### config.mk
export PLATFORM = sky130hd
export DESIGN_NAME = vending_fsm_param
export DESIGN_NICKNAME = d
export VERILOG_FILES = /design/src/rtl/vending_fsm_param.sv
export SDC_FILE = /design/constraint.sdc
export NUM_CORES = 1
export LEC_CHECK = 0
export ABC_AREA = 1
export CAP_MARGIN = 30
export CORE_UTILIZATION = 40
export CTS_CLUSTER_DIAMETER = 60
export DETAILED_ROUTE_END_ITERATION = 8
export SLEW_MARGIN = 20
export SYNTH_ARGS = -nofsm -noshare
export SYNTH_HDL_FRONTEND = slang
export SYNTH_SLANG_ARGS = --single-unit
### constraint.sdc
create_clock -name clk -period 3.1 [get_ports clk]
set_input_delay 0.465 -clock clk [delete_from_list [all_inputs] [get_ports clk]]
set_output_delay 0.465 -clock clk [all_outputs]
set_load 0.01 [all_outputs]
### src/rtl/vending_fsm_param.sv
// Parametrised vending-machine controller: coin credit accumulator, price check,
// one-cycle vend pulse and greedy change return over a valid/ready handshake.
module vending_fsm_param #(
  parameter int unsigned N_PROD   = 4,
  parameter int unsigned CREDIT_W = 8,
  // Product i occupies slice i, so product 0 (20) sits in the low byte
  parameter logic [N_PROD*CREDIT_W-1:0] PRICES    = {8'd75, 8'd50, 8'd35, 8'd20},
  parameter logic [4*CREDIT_W-1:0]      COIN_VALS = {8'd100, 8'd25, 8'd10, 8'd5},
  parameter int unsigned MAX_CREDIT = 200,
  localparam int unsigned SW = (N_PROD > 1) ? $clog2(N_PROD) : 1
) (
  input  logic                clk,
  input  logic                rst,
  input  logic                coin_valid,
  input  logic [1:0]          coin_type,
  input  logic                sel_valid,
  input  logic [SW-1:0]       sel_idx,
  input  logic                cancel,
  input  logic                chg_ready,
  output logic [CREDIT_W-1:0] credit,
  output logic                coin_reject,
  output logic                vend_valid,
  output logic [SW-1:0]       vend_idx,
  output logic                sel_err,
  output logic                chg_valid,
  output logic [1:0]          chg_type,
  output logic                busy
);

  typedef enum logic [1:0] {S_IDLE, S_ACCUM, S_VEND, S_CHANGE} state_t;

  localparam logic [CREDIT_W:0] MAXC = (CREDIT_W+1)'(MAX_CREDIT);

  state_t              state_q, state_d;
  logic [CREDIT_W-1:0] credit_q, credit_d;
  logic                coin_reject_q, coin_reject_d;
  logic                vend_valid_q, vend_valid_d;
  logic [SW-1:0]       vend_idx_q, vend_idx_d;
  logic                sel_err_q, sel_err_d;
  logic                chg_valid_q, chg_valid_d;
  logic [1:0]          chg_type_q, chg_type_d;
  logic                busy_q, busy_d;

  function automatic logic [CREDIT_W-1:0] coin_value(input logic [1:0] t);
    return COIN_VALS[t*CREDIT_W +: CREDIT_W];
  endfunction

  function automatic logic [CREDIT_W-1:0] price_of(input logic [SW-1:0] idx);
    logic [CREDIT_W-1:0] p;
    p = '0;
    for (int unsigned i = 0; i < N_PROD; i++)
      if (idx == i[SW-1:0]) p = PRICES[i*CREDIT_W +: CREDIT_W];
    return p;
  endfunction

  // Coin values ascend with index, so the last fitting index is the largest coin
  function automatic logic [1:0] greedy(input logic [CREDIT_W-1:0] c);
    logic [1:0] g;
    g = '0;
    for (int unsigned k = 0; k < 4; k++)
      if (coin_value(k[1:0]) <= c) g = k[1:0];
    return g;
  endfunction

  logic [CREDIT_W:0]   sum;
  logic [CREDIT_W-1:0] price;
  logic                sel_bad;
  logic                go_chg;
  logic [CREDIT_W-1:0] rem;

  assign sum     = {1'b0, credit_q} + {1'b0, coin_value(coin_type)};
  assign price   = price_of(sel_idx);
  assign sel_bad = ({1'b0, sel_idx} >= (SW+1)'(N_PROD)) || (credit_q < price);

  always_comb begin
    state_d       = state_q;
    credit_d      = credit_q;
    coin_reject_d = 1'b0;
    vend_valid_d  = 1'b0;
    vend_idx_d    = vend_idx_q;
    sel_err_d     = 1'b0;
    chg_valid_d   = 1'b0;
    chg_type_d    = chg_type_q;
    go_chg        = 1'b0;
    rem           = credit_q;

    unique case (state_q)
      S_IDLE, S_ACCUM: begin
        if (cancel) begin
          coin_reject_d = coin_valid;
          go_chg        = (credit_q != '0);
        end else if (sel_valid) begin
          coin_reject_d = coin_valid;
          if (sel_bad) begin
            sel_err_d = 1'b1;
          end else begin
            state_d      = S_VEND;
            vend_valid_d = 1'b1;
            vend_idx_d   = sel_idx;
            credit_d     = credit_q - price;
          end
        end else if (coin_valid) begin
          if (sum <= MAXC) begin
            credit_d = sum[CREDIT_W-1:0];
            state_d  = S_ACCUM;
          end else begin
            coin_reject_d = 1'b1;
          end
        end
      end
      S_VEND: begin
        coin_reject_d = coin_valid;
        go_chg        = 1'b1;
      end
      S_CHANGE: begin
        coin_reject_d = coin_valid;
        if (chg_valid_q && chg_ready) begin
          go_chg = 1'b1;
          rem    = credit_q - coin_value(chg_type_q);
        end else begin
          chg_valid_d = chg_valid_q;
        end
      end
      default: state_d = S_IDLE;
    endcase

    // Shared exit path for VEND, cancel and each change handshake
    if (go_chg) begin
      credit_d = rem;
      if (rem == '0) begin
        state_d = S_IDLE;
      end else if (rem < coin_value(2'd0)) begin
        credit_d = '0;
        state_d  = S_IDLE;
      end else begin
        state_d     = S_CHANGE;
        chg_valid_d = 1'b1;
        chg_type_d  = greedy(rem);
      end
    end

    busy_d = (state_d == S_VEND) || (state_d == S_CHANGE);
  end

  always_ff @(posedge clk) begin
    if (rst) begin
      state_q       <= S_IDLE;
      credit_q      <= '0;
      coin_reject_q <= 1'b0;
      vend_valid_q  <= 1'b0;
      vend_idx_q    <= '0;
      sel_err_q     <= 1'b0;
      chg_valid_q   <= 1'b0;
      chg_type_q    <= '0;
      busy_q        <= 1'b0;
    end else begin
      state_q       <= state_d;
      credit_q      <= credit_d;
      coin_reject_q <= coin_reject_d;
      vend_valid_q  <= vend_valid_d;
      vend_idx_q    <= vend_idx_d;
      sel_err_q     <= sel_err_d;
      chg_valid_q   <= chg_valid_d;
      chg_type_q    <= chg_type_d;
      busy_q        <= busy_d;
    end
  end

  assign credit      = credit_q;
  assign coin_reject = coin_reject_q;
  assign vend_valid  = vend_valid_q;
  assign vend_idx    = vend_idx_q;
  assign sel_err     = sel_err_q;
  assign chg_valid   = chg_valid_q;
  assign chg_type    = chg_type_q;
  assign busy        = busy_q;

endmodule
After elaboration in Yosys (flattened, before gate mapping) --
Index checks and enable logic that the tools add are counted.
Storage, ports and cells: register bits after elaboration 19, latch bits 0, memory bits (writable) 0, bits in read-only memories 0, input port bits 10, logic and storage cells 93, memories 0
Cells by class: add/subtract/negate cells 3, multiply operators 0, divide/modulo/power cells 0, order comparisons 6, equal/unequal tests 10, shift-type cells 2, multiplexer cells 42, bitwise logic cells 6, reduce and logical (&&, ||, !) cells 15
Operators by type and width (count):
- $mux W8 | 14
- $shiftx A32 B6 Y8 const A | 2
- $mux W2 | 11
- $sub A8 B8 Y8 | 2
- $mux W1 | 14
- $eq A2 B2 Y1 const B | 6
- $add A8 B8 Y9 | 1
- $le A9 B8 Y1 const B | 1
- $le A4 B8 Y1 const A | 1
- $le A5 B8 Y1 const A | 1
- $le A7 B8 Y1 const A | 1
- $logic_not A8 Y1 | 1
- $lt A8 B3 Y1 const B | 1
- $lt A8 B8 Y1 | 1
- $reduce_bool A8 Y1 | 1
- $not A1 Y1 | 6
- $reduce_bool A3 Y1 | 2
- $mux W5 | 1
- $reduce_and A5 Y1 | 1
- $eq A2 B1 Y1 const B | 2
- $logic_not A2 Y1 | 2
- $reduce_and A4 Y1 | 1
- $reduce_or A2 Y1 | 2
- $reduce_or A4 Y1 | 1
- other kinds (8) | 8

Depth between registers and ports, before layout --
word-level depth 13, depth in mapped cells 24, gate-level depth less buffers 24

Worst setup path before layout --
OpenSTA, ideal clock, no wires.
kind reg2reg, from reg chg_type_q[0], in the netlist chg_type[0], to reg chg_type_q[1], in the netlist chg_type[1], arrival 2.503 ns, path slack 0.478 ns, stages on the path, launching flop included 16, path buffers 0, period minus slack after synthesis 2.622 ns, path through dfxtp_1 -> inv_1 -> ha_1 -> ha_1 -> a21o_1 -> or3_1 -> nand2_1 -> nand2_1 -> o21ai_1 -> inv_1 -> nor2_1 -> nand4_1 -> nand2_2 -> inv_2 -> o21ai_0 -> a21oi_1
Between the ends: word-level cells in the longest chain between the ends 7
RTL lines:
- from (decl) | line 41 | logic [1:0] chg_type_q, chg_type_d;
- from (signal assigned) | line 164 | chg_type_q <= chg_type_d;
- $shiftx A32 B6 Y8 (*) | line 45 | return COIN_VALS[t*CREDIT_W +: CREDIT_W];
- $sub A8 B8 Y8 (*) | line 119 | rem = credit_q - coin_value(chg_type_q);
- $mux W8 (*) | line 117 | if (chg_valid_q && chg_ready) begin
- $mux W8 (*) | line 87 | unique case (state_q)
- $le A5 B8 Y1, or another cell as far along | line 61 | if (coin_value(k[1:0]) <= c) g = k[1:0];
- $mux W2 or $not A1 Y1 (tied branches)
- $mux W2 or $reduce_and A3 Y1 (tied branches)
Mark *: on every way between the ends. The rest lies on a longest branch, timed or not. A chain may end at the register's enable or synchronous reset.

Final worst setup path --
Ends and elaborated chain as after synthesis.

==> reports/qor.csv <==
metric,value,unit
p_int,1270,uW
total_leakage_power,0.001509,uW
vias,2434,
ys_ff_latch,19,
status,"finished, final reports clean",
arrival,2990,ps
ys_seq_area_share,16.99,%
cts_tree,done,
layout.cells.most_common_list,"77 x nand2_1, 55 x inv_1, 36 x buf_4",
startpoint_type,flop,
layoutNonFillerInstCount,477,
synth_fp_nets,389,
synth_warnings,0,
postRouteAntennaNets,0,
whs,477.8,ps
r2r-start,chg_type[0],
min_from,chg_valid,
wl_per_cell,13.05,um
portBuffers,26,
firstDrtPassIters,5,
synth_flop_cell,dfxtp_1,
htreeDepth,1,
diodes,0,
switching_share,49.48,%
cts_setup_buffers,0,
final_min_period_over_clock_period,91.56,%
endpoint_kind,flop,
critical_path.startpoint,chg_type[0],
worstMarginPinSlew,516.6,ps
numCtsBuffers,3,
final_common_cell,nand2_1,
gr-usage-all-layers,22.16,%
finalHoldViolCount,0,
cts_buffer_depth,2,
grt_max_degree,17,
power_density,857.9,mW/mm2
power,2513,uW
grt_overflow,0,
drc,0,
fmax,352.3,MHz
finClkSkew,1.665,ps
pre_cts_ws,-216.1,ps
relSlewSlack,65.51,%
grt_pass1_wl,10490,um
power_frac_comb,74.1,%
drt-initial-drc-count,154,
drive_gt1_share,17.44,%
dieArea,0.005899,mm2
maxSlewViolCount,0,
wl,6226,um
p_seq_share,18.9,%
grt_pass1_vias,2233,
cts.sinks,19,
cts-root-buf,clkbuf_8,
cp_max_fo,7,
die_h,76.81,um
vias_per_cell,5.103,
area_growth,30.86,%
syn_avg_cell_area,6.451,um2
clock_latency,260,ps
ir_worst_vdd,346.5,uV
placed_cells,472,
min_path_type,flop to flop,
num_io_pins,27,
design_area,0.002929,mm2
switching_power,1243,uW
cp_data_required_time,3250,ps
num_rows,26,
clk_pin_slew,70,ps
crit_type,flop to flop,
final_nets,450,
syn_inst,347,
die_x,76.81,um
postPlaceCellArea,0.002808,mm2
start_util,42.74,%
period_needed,2838,ps
coreArea,0.005238,mm2
clock_power_share,7.0,%
synth_edf_count,0,
postSynth.asyncResetShare,0,%
hpwlAfterDp,4845,um
layout_setup_ws,261.5,ps
synth.distinct_cells,43,
setup_viol,0,
antenna_found_initial,0,
rsz0062_at_grt,false,
syn_area,0.002238,mm2
maxCapViolations,0,
gp_congestion,0.8852,
-- cells by family (layout without fill, tap and decap cells) --
logic type	after synthesis	after routing	share of synthesized area, %
compound gates	72	72	18.22
xor+xnor	7	7	3.075
fa+ha+maj	32	32	18.89
buf+inv	64	123	11.74
flops	19	19	16.99
simple gates	153	154	31.08
-- state kept, by name, summed over array words and instances (netlist names) --
| signal | count |
|---|---|
| credit | 8 |
| chg_type | 2 |
| state_q | 2 |
| vend_idx | 2 |
| busy | 1 |
| chg_valid | 1 |
| coin_reject | 1 |
| sel_err | 1 |
| vend_valid | 1 |
-- worst max-delay path, stage by stage, from the launching register on --
cell	delay, ps
dfxtp_2	390
inv_1	70
ha_1	310
ha_1	330
a21o_1	200
or3_1	340
nand2_1	70
nand2_1	50
o21ai_1	120
inv_1	100
nor2_1	150
nand4_1	130
nand2_2	190
inv_2	80
o21ai_0	140
a21oi_1	60
-- final timing paths --
kind | to | slack, ps | cells after the start
worst min register to register | chg_valid | 480 | 2
worst min-delay path | chg_valid | 480 | 2
worst max-delay path | chg_type[1] | 260 | 15
worst max register to register | chg_type[1] | 260 | 15
-- synth_stat cells, drive strengths merged (2+ instances only) --
library cell	count	area share, %
fa	3	2.7
or2	3	0.84
o22ai	2	0.56
nand3	22	5.9
o21ai	26	6.0
nor2	32	6.0
ha	29	16
o21a	3	1.0
xor2	4	1.9
dfxtp	19	17
nand4	6	1.7
buf	6	2.0
inv	57	9.6
xnor2	3	1.2
nand3b	2	0.67
a21oi	33	7.7
nand2	84	15
-- area by class of cell --
type / instances / area (um2)
Multi-Input combinational cell: 265 / 1663
Timing Repair Buffer: 62 / 535.5
Clock buffer: 3 / 41.29
Clock inverter: 1 / 5.005
Fill cell: 543 / 2308
Tap cell: 70 / 87.58
Inverter: 57 / 214.0
Sequential cell: 19 / 382.9
-- layer usage --
| metal | part of all wire (%) | routed length, um | track usage, % |
|---|---|---|---|
| met1 | 47 | 2947 | 30.88 |
| met5 | 0 | 0 | 0 |
| met3 | 5.2 | 324 | 2.381 |
| met4 | 1.1 | 71 | 4.423 |
| met2 | 46 | 2883 | 36.61 |
-- power groups by stage --
stage	Clock (uW)	Combinational, uW	Sequential [uW]
floorplan	0	1150	446
detailed placement	0	1770	476
global placement	0	1760	473
finish	175	1860	476
global route	189	2100	490
CTS	178	1780	471
-- stage by stage --
| stage | utilization [%] | TNS, ps |
|---|---|---|
| 4_1_cts | 54.49 | 0 |
| 5_1_grt | 55.92 | 0 |
| 3_5_place_dp | 53.61 | -1673 |
| 3_3_place_gp | 53.61 | -1197 |
| 2_1_floorplan | - | 0 |
| 6_report | 55.92 | 0 |
-- what timing repair did --
action / in CTS / in global routing
resized for setup: 0 / 17
endpoints found under the setup margin: 0 / 13
hold buffers: 0 / 0
No activity file was read; power rests on OpenSTA's default activity.
